[config.mk]
export PLATFORM = sky130hd
export DESIGN_NAME = nr_recip_iter_flat
export DESIGN_NICKNAME = d
export VERILOG_FILES = /design/src/rtl/nr_recip_iter_pkg.sv /design/src/rtl/nr_recip_iter_if.sv /design/src/rtl/nr_recip_iter_mul17x17.sv /design/src/rtl/nr_recip_iter.sv /design/src/flat_wrapper.sv
export SDC_FILE = /design/constraint.sdc
export NUM_CORES = 1
export LEC_CHECK = 0
export CORE_MARGIN = 2
export CORE_UTILIZATION = 46
export DETAILED_ROUTE_END_ITERATION = 7
export DONT_BUFFER_PORTS = 1
export PLACE_DENSITY = 0.6
export SLEW_MARGIN = 15
export SYNTH_ARGS = -nofsm -noshare
export SYNTH_HDL_FRONTEND = slang
export SYNTH_SLANG_ARGS = --single-unit
export TNS_END_PERCENT = 1
[constraint.sdc]
create_clock -name clk -period 21.8 [get_ports clk]
set_input_delay 3.27 -clock clk [delete_from_list [all_inputs] [get_ports clk]]
set_output_delay 3.27 -clock clk [all_outputs]
set_load 0.03 [all_outputs]
[src/rtl/nr_recip_iter_pkg.sv]
// Shared types and constants for the Newton-Raphson reciprocal refinement stage.
// Fixed-point formats: divisor 1.15, reciprocal 1.16, products 2.31 / 2.32.
package nr_recip_pkg;

    typedef enum logic [1:0] {
        IDLE   = 2'd0,
        MUL_DX = 2'd1,
        MUL_XW = 2'd2,
        DONE   = 2'd3
    } state_t;

    localparam int D_W    = 16;
    localparam int X_W    = 17;
    localparam int PROD_W = 34;

    localparam logic [17:0]    TWO_1P16 = 18'h20000;
    localparam logic [X_W-1:0] ONE_1P16 = 17'h10000;

    // Takes q[33:16] of the 2.32 product and clamps the 1.16 result at 1.0
    function automatic logic [X_W-1:0] sat_1p16(input logic [17:0] q_hi);
        logic [X_W-1:0] r;
        if (q_hi > {1'b0, ONE_1P16}) begin
            r = ONE_1P16;
        end else begin
            r = q_hi[16:0];
        end
        return r;
    endfunction

endpackage

[src/rtl/nr_recip_iter_if.sv]
// Start/done handshake and operand/result bus of the reciprocal refinement stage.
interface nr_recip_iter_if;
    import nr_recip_pkg::*;

    logic           start;
    logic [D_W-1:0] d_in;
    logic [7:0]     x0_in;
    logic           busy;
    logic           done;
    logic [X_W-1:0] recip_out;

    modport master (output start, d_in, x0_in, input busy, done, recip_out);
    modport slave  (input start, d_in, x0_in, output busy, done, recip_out);

endinterface

[src/rtl/nr_recip_iter_mul17x17.sv]
// Unsigned 17x17 -> 34 combinational multiplier shared by both iteration steps.
module mul17x17
    import nr_recip_pkg::*;
(
    input  logic [X_W-1:0]    a,
    input  logic [X_W-1:0]    b,
    output logic [PROD_W-1:0] p
);

    // full-width unsigned product
    always_comb begin
        p = {17'd0, a} * {17'd0, b};
    end

endmodule

[src/rtl/nr_recip_iter.sv]
// Newton-Raphson reciprocal refinement: ITERS rounds of x <- x*(2 - d*x) on one
// shared multiplier, two cycles per round, start/done handshake.
module nr_recip_iter
    import nr_recip_pkg::*;
#(
    parameter int ITERS = 2
) (
    input  logic           clk,
    input  logic           reset,
    nr_recip_iter_if.slave bus
);

    localparam logic [1:0] ITER_LAST = 2'(ITERS - 1);

    state_t         state_r;
    state_t         state_next_s;
    logic [D_W-1:0] d_r;
    logic [X_W-1:0] x_r;
    logic [X_W-1:0] w_r;
    logic [X_W-1:0] recip_r;
    logic [1:0]     iter_r;
    logic           busy_r;
    logic           done_r;

    logic              accept_s;
    logic              last_iter_s;
    logic [X_W-1:0]    mul_a_s;
    logic [X_W-1:0]    mul_b_s;
    logic [PROD_W-1:0] prod_s;
    logic [X_W-1:0]    w_calc_s;
    logic [X_W-1:0]    x_upd_s;
    logic              unused_bits_s;

    // next-state decode; a new start is taken in IDLE and in DONE (back-to-back)
    always_comb begin
        state_next_s = state_r;
        accept_s     = 1'b0;
        last_iter_s  = (iter_r == ITER_LAST);
        case (state_r)
            IDLE, DONE: begin
                if (bus.start) begin
                    accept_s     = 1'b1;
                    state_next_s = MUL_DX;
                end else begin
                    state_next_s = IDLE;
                end
            end
            MUL_DX: state_next_s = MUL_XW;
            MUL_XW: begin
                if (last_iter_s) begin
                    state_next_s = DONE;
                end else begin
                    state_next_s = MUL_DX;
                end
            end
            default: state_next_s = IDLE;
        endcase
    end

    // multiplier operand mux: (d, x) while forming d*x, (x, w) while forming x*w
    always_comb begin
        if (state_r == MUL_XW) begin
            mul_a_s = x_r;
            mul_b_s = w_r;
        end else begin
            mul_a_s = {1'b0, d_r};
            mul_b_s = x_r;
        end
    end

    mul17x17 u_mul (
        .a (mul_a_s),
        .b (mul_b_s),
        .p (prod_s)
    );

    // w = 2 - d*x from the truncated 1.16 product; next x = x*w clamped at 1.0
    always_comb begin
        w_calc_s      = X_W'(TWO_1P16 - {1'b0, prod_s[31:15]});
        x_upd_s       = sat_1p16(prod_s[33:16]);
        unused_bits_s = ^{bus.x0_in[7], prod_s[14:0]};
    end

    // state register with registered busy/done decoded from the next state
    always_ff @(posedge clk) begin
        if (reset) begin
            state_r <= IDLE;
            busy_r  <= 1'b0;
            done_r  <= 1'b0;
        end else begin
            state_r <= state_next_s;
            busy_r  <= (state_next_s == MUL_DX) || (state_next_s == MUL_XW);
            done_r  <= (state_next_s == DONE);
        end
    end

    // operand latch and iteration datapath registers
    always_ff @(posedge clk) begin
        if (reset) begin
            d_r     <= 16'h0000;
            x_r     <= 17'h00000;
            w_r     <= 17'h00000;
            recip_r <= 17'h00000;
            iter_r  <= 2'd0;
        end else if (accept_s) begin
            d_r    <= bus.d_in;
            x_r    <= {1'b0, 1'b1, bus.x0_in[6:0], 8'h00};
            iter_r <= 2'd0;
        end else if (state_r == MUL_DX) begin
            w_r <= w_calc_s;
        end else if (state_r == MUL_XW) begin
            x_r     <= x_upd_s;
            recip_r <= x_upd_s;
            if (!last_iter_s) begin
                iter_r <= iter_r + 2'd1;
            end
        end
    end

    assign bus.busy      = busy_r;
    assign bus.done      = done_r;
    assign bus.recip_out = recip_r;

endmodule

[src/flat_wrapper.sv]
// flat-port wrapper written by rule: the top's interface ports become plain ports
module nr_recip_iter_flat import nr_recip_pkg::*;
#(
    parameter int ITERS = 2
)
  (clk, reset, bus_start, bus_d_in, bus_x0_in, bus_busy, bus_done, bus_recip_out);
  nr_recip_iter_if bus_i ();
  input  logic clk;
  input  logic reset;
  input wire logic [$bits(bus_i.start)-1:0] bus_start;
  input wire logic [$bits(bus_i.d_in)-1:0] bus_d_in;
  input wire logic [$bits(bus_i.x0_in)-1:0] bus_x0_in;
  output wire logic [$bits(bus_i.busy)-1:0] bus_busy;
  output wire logic [$bits(bus_i.done)-1:0] bus_done;
  output wire logic [$bits(bus_i.recip_out)-1:0] bus_recip_out;
  assign bus_i.start = bus_start;
  assign bus_i.d_in = bus_d_in;
  assign bus_i.x0_in = bus_x0_in;
  assign bus_busy = bus_i.busy;
  assign bus_done = bus_i.done;
  assign bus_recip_out = bus_i.recip_out;
  nr_recip_iter #(.ITERS(ITERS)) u_core (.clk(clk), .reset(reset), .bus(bus_i));
endmodule
==> flow_metrics.tcl <==
set metrics [dict create \
    status "completed" \
    row_count 61 \
    routed_wl_um 37490 \
    grt_pass1_vias 10670 \
    power_frac_clock_pct 33.2 \
    crit_family "adder cells" \
    via_per_inst 5.471 \
    num_io_pins 46 \
    worstMarginPinSlew_ps 1174 \
    max_stage_delay_ps 940 \
    cap_violations 0 \
    worst_ep_required_time_ps 22070 \
    netlist_area_um2 13020 \
    endpoint_kind "register" \
    slew_violations 0 \
    fin_skew_ps 6.964 \
    setup_viol_count_final 0 \
    crit_buf_inv 7 \
    synth_edf_count 0 \
    drive_gt1_share_pct 5.759 \
    drtPass1Iterations 5 \
    crit_fanout 75 \
    period_needed_ps 9201 \
    fin_nets 1883 \
    avgSynthCellArea_um2 8.398 \
    synth-seq-cells 73 \
    cts_tree "built" \
    initial_utilization_pct 46.75 \
    ir_drop_mv 0.03328 \
    hpwlAfterDp_um 30580 \
    dr.first_iter.drc_count 697 \
    ant_nets 0 \
    fmax_mhz 108.7 \
    htree_levels 3 \
    grt_usage_pct 26.57 \
    cts_root_buf "clkbuf_16" \
    dieArea_um2 29680 \
    gp_congestion 0.9054 \
    sw_frac_of_total_pct 37.61 \
    worst_ep_arrival_time_ps 9470 \
    post_cts_resized 0 \
    wl_per_cell_um 19.65 \
    ys.warnings.count 0 \
    pwr-share-seq_pct 34.9 \
    grt_remaining_overflow 0 \
    synth_cell_type_count 71 \
    drc_errors 0 \
    fin_cells 1908 \
    fin_tns_setup_ps 0 \
    synthArstFlopShare_pct 0 \
    portBuffers 0 \
    synth_ff_type "dfxtp_1" \
    cts_setup_buffers 0 \
    switchingPower_uw 158.2 \
    die_w_um 172.3 \
    area_growth_pct 5.159 \
    ctsHoldBuffers 0 \
    rsz0062_at_grt "false" \
    cts.path.max_buffers 2 \
    clkSlewWorstSetupHoldPaths_ps 60 \
    antenna_found_initial 2 \
    power.internal_uw 262.4 \
    final_util_pct 49.17 \
    syn_inst 1551 \
    die_h_um 172.3 \
    leakage_uw 0.006374 \
    start_kind "register" \
    post-place-cells 1890 \
    final_area_um2 13700 \
    cts.sinks 73 \
    place_area_um2 13420 \
    hp-class "reg -> reg" \
    max_slew_margin_pct 21.73 \
    fin_crit_sh_pct 42.21 \
    grt_first_pass_wirelength_um 59420 \
    grt_max_degree 76 \
    ys_seq_area_share_pct 11.22 \
    coreArea_um2 27860 \
    cpMaxStageDelayCell "mux2i_1" \
    synth_fp_nets 1911 \
    hold_viol 0 \
    combPwrFrac_pct 31.9 \
    powerDensity_nw_per_um2 30.71 \
    worst_path_most_repeated_cell "fa_1" \
    crit_type "reg -> reg" \
    cts_buffers 9 \
    num_vias 10440 \
    clock_latency_ps 350 \
]
==> metrics by stage <==
| stage | setup WS, ps | hold slack [ps] | power, µW |
|---|---|---|---|
| floorplan | 14000 | 433.8 | 239.5 |
| global placement | 12720 | 450.5 | 280.1 |
| detailed placement | 12620 | 457.9 | 280.7 |
| CTS | 12590 | 466.3 | 421.6 |
| global route | 12050 | 487.2 | 439.9 |
| finish | 12600 | 469.4 | 420.6 |
==> worst reg2reg max path: stages (launching register included) <==
cell and delay, ps:
dfxtp_1 320, inv_1 90, ha_4 180, buf_4 740
mux2i_1 960, nor2_1 180, fa_1 530, inv_1 50
fa_1 460, fa_1 500, fa_1 550, inv_1 60
fa_1 480, inv_1 60, fa_1 540, inv_1 70
ha_1 400, a21oi_1 340, o21ai_0 170, a21oi_1 390
a31oi_2 240, a31oi_1 350, mux2i_1 230, buf_4 230
and2_1 390, nand2b_1 200, or3_1 350, o21ai_0 80
==> cells by family after synthesis <==
| logic type | share of synthesized area [%] |
|---|---|
| and+or+nand+nor | 18.41 |
| adders and majority gates | 44.78 |
| buffers and inverters | 9.529 |
| AOI/OAI and AO/OA | 9.539 |
| DFF | 11.22 |
| muxes | 4.995 |
| xor gates and xnor gates | 1.527 |
==> power by group through the flow <==
stage	Combinational (µW)	Clock [µW]	Sequential, µW
2_1_floorplan	93.7	0	146
6_report	134	140	147
5_1_grt	146	147	147
3_5_place_dp	132	0	149
4_1_cts	133	142	146
3_3_place_gp	131	0	149
==> cells in the mapped netlist (all sizes together), types with 10 or more instances <==
library cell  instances  share of area, %
a21o                 11              0.63
nor2b                12              0.58
nand2               286               8.2
clkbuf               46               1.3
ha                  111                11
mux2i                29               2.2
dfxtp                73                11
and3                 17              0.82
and2                 15              0.74
nand3                16              0.65
mux2                 32               2.8
nor2                147               4.2
nand2b               10              0.48
xor2                 13              0.99
inv                 276               8.0
o21ai                25              0.96
a21oi                80               3.1
fa                  222                34
==> layout by cell type (no fill, tap or decap), drive strengths merged, types with 6 or more instances in the layout <==
cell,netlist,final
clkbuf,46,11
and3,17,17
fa,222,222
a22oi,8,8
a21oi,80,80
inv,276,277
nor2,147,147
xnor2,8,8
nand3,16,16
mux2i,29,29
dfxtp,73,73
nand2b,10,10
ha,111,111
or3,8,8
o21ai,25,25
mux2,32,32
buf,8,15
nor2b,12,12
xor2,13,13
nand2,286,286
a32o,7,7
a21o,11,11
a211oi,8,8
nand4,6,6
and2,15,15
nor3,8,8
==> worst paths after layout <==
kind | startpoint | to | slack, ps | cells after the start
min | u_core.d_r[14]$_SDFFE_PP0P_ | u_core.d_r[14]$_SDFFE_PP0P_ | 470 | 2
min reg2reg | u_core.d_r[14]$_SDFFE_PP0P_ | u_core.d_r[14]$_SDFFE_PP0P_ | 470 | 2
max reg2reg | u_core.state_r[0]$_SDFF_PP0_ | u_core.bus.recip_out[5]$_SDFFE_PP0P_ | 12600 | 27
max | u_core.state_r[0]$_SDFF_PP0_ | u_core.bus.recip_out[5]$_SDFFE_PP0P_ | 12600 | 27
==> per-layer routing <==
metal  wire length (µm)  GRT usage [%]  vias up
li1                   -              -     4843
met1              17140          37.89     5193
met2              16780          42.17      334
met3               2282          2.724       68
met4               1285          9.463        0
met5                  0              0        -
==> state kept, by name (all words and copies together) (netlist names) <==
signal,cells
u_core.bus.recip_out,17
u_core.w_r,17
u_core.x_r,17
u_core.d_r,16
u_core.iter_r,2
u_core.state_r,2
u_core.bus.busy,1
u_core.bus.done,1
==> layout make-up <==
cell class / count / area (µm²)
fill: 2746 / 14160
multi-input combinational: 1148 / 10330
sequential: 73 / 1461
inverter: 276 / 1036
tap: 378 / 473.0
clock buffer: 11 / 232.7
timing repair buffer: 15 / 112.6
clock inverter: 5 / 41.29
antenna: 2 / 5.005
No activity file was read; power rests on OpenSTA's default activity.
